**src/rtl/vga_timing_pkg.sv**
```systemverilog
// Shared timing description for the VGA raster generator: one struct per
// axis (visible / front porch / sync / back porch) plus standard modes.
package vga_timing_pkg;

    typedef struct packed {
        int unsigned visible;
        int unsigned front;
        int unsigned sync;
        int unsigned back;
    } timing_t;

    // 640x480 @ 60 Hz, 25.175 MHz pixel clock
    localparam timing_t VGA_640X480_H = '{visible: 32'd640, front: 32'd16, sync: 32'd96,  back: 32'd48};
    localparam timing_t VGA_640X480_V = '{visible: 32'd480, front: 32'd10, sync: 32'd2,   back: 32'd33};

    // 800x600 @ 60 Hz, 40 MHz pixel clock
    localparam timing_t VGA_800X600_H = '{visible: 32'd800, front: 32'd40, sync: 32'd128, back: 32'd88};
    localparam timing_t VGA_800X600_V = '{visible: 32'd600, front: 32'd1,  sync: 32'd4,   back: 32'd23};

    // Full period of one axis, blanking included
    function automatic int unsigned total(input timing_t t);
        return t.visible + t.front + t.sync + t.back;
    endfunction

endpackage

```
**src/rtl/vga_timing_gen_axis_counter.sv**
```systemverilog
// Modulo-TOTAL position counter for one raster axis. 'wrap' is high on the
// advancing cycle in which the count returns from TOTAL-1 to 0, so it can
// directly clock the next (slower) axis.
module axis_counter #(
    parameter  int unsigned TOTAL = 32'd8,
    localparam int unsigned W     = $clog2(TOTAL)
) (
    input  logic         clock,
    input  logic         reset,
    input  logic         inc,
    output logic [W-1:0] count,
    output logic         wrap
);

    localparam logic [W-1:0] LAST = W'(TOTAL - 32'd1);

    logic [W-1:0] count_r;

    assign count = count_r;
    assign wrap  = inc && (count_r == LAST);

    // Advance on inc, folding back to zero after the last position
    always_ff @(posedge clock or posedge reset) begin
        if (reset) begin
            count_r <= {W{1'b0}};
        end else if (wrap) begin
            count_r <= {W{1'b0}};
        end else if (inc) begin
            count_r <= count_r + W'(1'b1);
        end else begin
            count_r <= count_r;
        end
    end

endmodule

```
**src/rtl/vga_timing_gen.sv**
```systemverilog
// Raster timing generator: horizontal/vertical position counters, decode of
// visible area and sync windows, and one output register stage so that all
// outputs are glitch-free and mutually aligned (one cycle behind the counters).
module vga_timing_gen
    import vga_timing_pkg::*;
#(
    parameter  int unsigned H_VISIBLE = 32'd640,
    parameter  int unsigned H_FRONT   = 32'd16,
    parameter  int unsigned H_SYNC    = 32'd96,
    parameter  int unsigned H_BACK    = 32'd48,
    parameter  int unsigned V_VISIBLE = 32'd480,
    parameter  int unsigned V_FRONT   = 32'd10,
    parameter  int unsigned V_SYNC    = 32'd2,
    parameter  int unsigned V_BACK    = 32'd33,
    parameter  logic        SYNC_POL  = 1'b0,
    localparam int unsigned XW = $clog2(H_VISIBLE + H_FRONT + H_SYNC + H_BACK),
    localparam int unsigned YW = $clog2(V_VISIBLE + V_FRONT + V_SYNC + V_BACK)
) (
    input  logic          clock,
    input  logic          reset,
    input  logic          enable,
    output logic [XW-1:0] x,
    output logic [YW-1:0] y,
    output logic          active,
    output logic          hsync,
    output logic          vsync,
    output logic          line_end,
    output logic          frame_start
);

    localparam timing_t     H_TIM   = '{visible: H_VISIBLE, front: H_FRONT, sync: H_SYNC, back: H_BACK};
    localparam timing_t     V_TIM   = '{visible: V_VISIBLE, front: V_FRONT, sync: V_SYNC, back: V_BACK};
    localparam int unsigned H_TOTAL = total(H_TIM);
    localparam int unsigned V_TOTAL = total(V_TIM);

    // Axis boundaries at counter width
    localparam logic [XW-1:0] H_VIS_C  = XW'(H_VISIBLE);
    localparam logic [XW-1:0] H_SS_C   = XW'(H_VISIBLE + H_FRONT);
    localparam logic [XW-1:0] H_SE_C   = XW'(H_VISIBLE + H_FRONT + H_SYNC);
    localparam logic [XW-1:0] H_LAST_C = XW'(H_TOTAL - 32'd1);
    localparam logic [YW-1:0] V_VIS_C  = YW'(V_VISIBLE);
    localparam logic [YW-1:0] V_SS_C   = YW'(V_VISIBLE + V_FRONT);
    localparam logic [YW-1:0] V_SE_C   = YW'(V_VISIBLE + V_FRONT + V_SYNC);

    if (H_VISIBLE < 32'd1 || H_FRONT < 32'd1 || H_SYNC < 32'd1 || H_BACK < 32'd1 ||
        V_VISIBLE < 32'd1 || V_FRONT < 32'd1 || V_SYNC < 32'd1 || V_BACK < 32'd1) begin : g_param_check
        $error("vga_timing_gen: visible, porch and sync lengths must all be at least 1");
    end

    logic [XW-1:0] hc_s;
    logic [YW-1:0] vc_s;
    logic          h_wrap_s;
    logic          frame_wrap_unused_s;

    logic active_s;
    logic hsync_s;
    logic vsync_s;
    logic line_end_s;
    logic frame_start_s;

    axis_counter #(.TOTAL(H_TOTAL)) u_h (
        .clock (clock),
        .reset (reset),
        .inc   (enable),
        .count (hc_s),
        .wrap  (h_wrap_s)
    );

    axis_counter #(.TOTAL(V_TOTAL)) u_v (
        .clock (clock),
        .reset (reset),
        .inc   (h_wrap_s),
        .count (vc_s),
        .wrap  (frame_wrap_unused_s)
    );

    // Decode the current (pre-increment) counter position
    always_comb begin
        active_s      = 1'b0;
        hsync_s       = ~SYNC_POL;
        vsync_s       = ~SYNC_POL;
        line_end_s    = 1'b0;
        frame_start_s = 1'b0;

        active_s      = (hc_s < H_VIS_C) && (vc_s < V_VIS_C);
        hsync_s       = ((hc_s >= H_SS_C) && (hc_s < H_SE_C)) ? SYNC_POL : ~SYNC_POL;
        vsync_s       = ((vc_s >= V_SS_C) && (vc_s < V_SE_C)) ? SYNC_POL : ~SYNC_POL;
        line_end_s    = (hc_s == H_LAST_C);
        frame_start_s = (hc_s == {XW{1'b0}}) && (vc_s == {YW{1'b0}});
    end

    // Output stage: load the decode on enabled cycles, hold otherwise, strobes only when enabled
    always_ff @(posedge clock or posedge reset) begin
        if (reset) begin
            x           <= {XW{1'b0}};
            y           <= {YW{1'b0}};
            active      <= 1'b0;
            hsync       <= ~SYNC_POL;
            vsync       <= ~SYNC_POL;
            line_end    <= 1'b0;
            frame_start <= 1'b0;
        end else if (enable) begin
            x           <= hc_s;
            y           <= vc_s;
            active      <= active_s;
            hsync       <= hsync_s;
            vsync       <= vsync_s;
            line_end    <= line_end_s;
            frame_start <= frame_start_s;
        end else begin
            x           <= x;
            y           <= y;
            active      <= active;
            hsync       <= hsync;
            vsync       <= vsync;
            line_end    <= 1'b0;
            frame_start <= 1'b0;
        end
    end

endmodule

```
**config.mk**
```make
export PLATFORM = sky130hd
export DESIGN_NAME = vga_timing_gen
export DESIGN_NICKNAME = d
export VERILOG_FILES = /design/src/rtl/vga_timing_pkg.sv /design/src/rtl/vga_timing_gen_axis_counter.sv /design/src/rtl/vga_timing_gen.sv
export SDC_FILE = /design/constraint.sdc
export NUM_CORES = 1
export LEC_CHECK = 0
export ABC_AREA = 1
export BUFFER_PORTS_ARGS = -buffer_cell sky130_fd_sc_hd__buf_2
export CAP_MARGIN = 20
export CORE_UTILIZATION = 50
export CTS_CLUSTER_DIAMETER = 40
export CTS_CLUSTER_SIZE = 28
export DETAILED_ROUTE_END_ITERATION = 10
export PLACE_DENSITY = 0.71
export SLEW_MARGIN = 20
export SYNTH_ARGS = -nofsm -noshare
export SYNTH_HDL_FRONTEND = slang
export SYNTH_SLANG_ARGS = --single-unit
```
**constraint.sdc**
```tcl
create_clock -name clock -period 1.66 [get_ports clock]
set_input_delay 0.415 -clock clock [delete_from_list [all_inputs] [get_ports clock]]
set_output_delay 0.415 -clock clock [all_outputs]
set_load 0.02 [all_outputs]
```
==> impl_metrics.json <==
{
  "htreeDepth": 2,
  "fillCellCount": 355,
  "clock.fmax_mhz": 664.0,
  "use_met1": 0.3210,
  "cts_tree": "built",
  "num_vias": 1705,
  "drv_slew": 0,
  "finalCritPeriodShare": 0.9073,
  "nNetsFinal": 291,
  "clk_latency_ns": 0.29,
  "yosys.cell_types.count": 26,
  "syn_nets": 258,
  "max-slew-margin-rel": 0.5407,
  "portBuffers": 27,
  "finalCriticalPeriod_ns": 1.506,
  "grt_usage": 0.2179,
  "crit_arrival_ns": 1.72,
  "path_buf_inv": 1,
  "area_growth_syn_to_layout_pct": 14.86,
  "cpMaxStageDelayCell": "dfrtp_1",
  "avgViaCountPerCell": 5.090,
  "drtAntennaViolNets": 0,
  "multiInputGateArea_um2": 837.1,
  "cts_max_path_buffers": 2,
  "die-area_um2": 4508,
  "gr-total-overflow": 0,
  "grtUsageMet2": 0.3075,
  "numCtsBuffers": 5,
  "postSynthAreaPerCell_um2": 8.454,
  "boundaryPins": 28,
  "grt_first_pass_wirelength_um": 7238,
  "ys_warn_count": 0,
  "start_util": 0.5267,
  "clk_pin_slew_worst_paths_ns": 0.08,
  "syn-cell-area_um2": 2122,
  "holdBufCountCts": 0,
  "ir_drop_mv": 0.5195,
  "dr.first_iter.drc_count": 115,
  "synth_seq_cells": 45,
  "dp_cells": 327,
  "chipHeight_um": 67.15,
  "finalClockSkew_ns": 0.004502,
  "p_total_uw": 2976,
  "hold_violations": 0,
  "cts_sinks": 45,
  "root_buffer": "clkbuf_8",
  "cp-start-kind": "register",
  "drt_pass1_iterations": 4,
  "grt_max_degree": 30,
  "seq_area_frac_synth": 0.5318,
  "remaining_drc_errors": 0,
  "grt_most_used_layer": "met1",
  "crit_path_max_fanout": 13,
  "num_rows": 23,
  "antenna_found_initial": 0,
  "reg2reg_slack_ns": 0.15,
  "drive_above_1_share": 0.1930,
  "ctsResizeCount": 0,
  "drv_cap": 0,
  "worstSetupPathType": "register to register",
  "outcome": "finished clean",
  "endpoint_kind": "register",
  "path_delay_family": "simple AND/OR/NAND/NOR gates",
  "use_met3": 0.03547,
  "netlist_instances": 251,
  "totalWireLength_um": 4309,
  "crit_chain": "ha_1, nand3_2, nor2_2, nand3_4, inv_4, nand3_1, o21ai_0",
  "p_switching_uw": 1049,
  "swShare": 0.3525,
  "max_stage_delay_ns": 0.41,
  "clkPwrFrac": 0.230,
  "hold_path_class": "input port to asynchronous set/reset pin",
  "die_w_um": 67.15,
  "final_cells": 335,
  "gp_congestion": 0.9173,
  "core_um2": 4029,
  "crit_required_ns": 1.87,
  "antenna_cells": 0,
  "internal-power_uw": 1927,
  "p_leak_uw": 0.001204,
  "setup_viol": 0,
  "powerDensity_nw_per_um2": 1221,
  "first_global_vias": 1561,
  "wl_per_cell_um": 12.86,
  "tightest_slew_ns": 0.6847,
  "seqCellArea_um2": 1129,
  "pwr-share-comb": 0.278,
  "pwr-share-seq": 0.491,
  "hpwl_um": 3209,
  "cts_setup_buffers": 0
}
-- final timing paths --
path	from	to	depth (start not counted)
setup / recovery	u_h.count[0]$_DFFE_PP0P_	u_v.count[2]$_DFFE_PP0P_	7
hold / removal	reset	y[7]$_DFFE_PP0P_	2
setup reg to reg	u_h.count[0]$_DFFE_PP0P_	u_v.count[2]$_DFFE_PP0P_	7
hold reg to reg	x[4]$_DFFE_PP0P_	x[4]$_DFFE_PP0P_	2
max in group asynchronous	reset	hsync$_DFFE_PP1P_	3
min in group clock	x[4]$_DFFE_PP0P_	x[4]$_DFFE_PP0P_	2
-- sequential cells by signal, summed over array words and instances (netlist names) --
| name | cells |
|---|---|
| active | 1 |
| frame_start | 1 |
| hsync | 1 |
| line_end | 1 |
| u_h.count | 10 |
| u_v.count | 10 |
| vsync | 1 |
| x | 10 |
| y | 10 |
-- through the flow --
stage               hold WS, ns  setup TNS, ns  cell area, um^2  setup WS, ns    util
floorplan                0.4930              0             2122        0.1889       -
global placement         0.4504              0             2337       0.08284  0.5801
detailed placement       0.4548              0             2337       0.02223  0.5801
CTS                      0.1468              0             2427       0.01206  0.6025
global route             0.1652      -0.006243             2437     -0.006243  0.6050
finish                   0.1263              0             2437        0.1539  0.6050
-- routing by layer --
layer | share of wire | vias to the layer above
met5 | 0 | -
met4 | 0.018 | 0
met3 | 0.042 | 10
met2 | 0.44 | 45
met1 | 0.50 | 780
li1 | - | 870
-- kinds of logic after synthesis --
family	synth area share
flops	0.5318
fa+ha+maj	0.02359
mux	0.004717
compound gates	0.06958
simple gates	0.2600
xor+xnor	0.03302
buf+inv	0.07724
-- final cells by class --
type,count,area share
tap,50,0.02567
timing repair buffer,36,0.08830
inverter,27,0.04261
sequential,45,0.4630
multi-input combinational,169,0.3434
clock buffer,8,0.03696
-- cell usage after synthesis (all sizes together) --
library cell / n / area, um^2
nand3: 17 / 95.09
o21ai: 25 / 128.9
mux2i: 1 / 10.01
clkbuf: 3 / 12.51
ha: 4 / 50.05
nor2: 31 / 123.9
inv: 27 / 101.3
a21oi: 1 / 5.000
o211ai: 1 / 7.510
buf: 7 / 50.05
nor3: 8 / 40.04
nand2: 63 / 236.5
nand4: 8 / 50.05
o22ai: 1 / 6.260
dfstp: 2 / 52.55
dfrtp: 43 / 1076
or2: 1 / 6.260
xor2: 8 / 70.07
-- cell usage in the layout, fill, tap and decap left out, types with 3 or more instances in the layout --
cell	synthesis	layout
buf_2	4	27
buf_4	1	8
clkbuf_8	0	6
dfrtp_1	43	43
ha_1	4	4
inv_1	23	22
inv_2	4	3
nand2_1	63	63
nand3_1	15	15
nand4_1	8	8
nor2_1	28	28
nor2_2	3	3
nor3_1	8	8
o21ai_0	22	22
xor2_1	8	8
-- power groups by stage --
stage          Combinational (uW)  Sequential (uW)  Clock [uW]
2_1_floorplan                 408             1600           0
4_1_cts                       828             1460         710
3_3_place_gp                  814             1480           0
6_report                      828             1460         686
3_5_place_dp                  823             1480           0
5_1_grt                       927             1490         752
-- worst reg2reg max path, cell delays in order (launching register included) --
cell     delay (ns)
dfrtp_1        0.41
ha_1           0.21
nand3_2        0.10
nor2_2         0.16
nand3_4        0.20
inv_4          0.18
nand3_1        0.08
o21ai_0        0.08
Note: power is estimated with default switching activity, not from simulation.
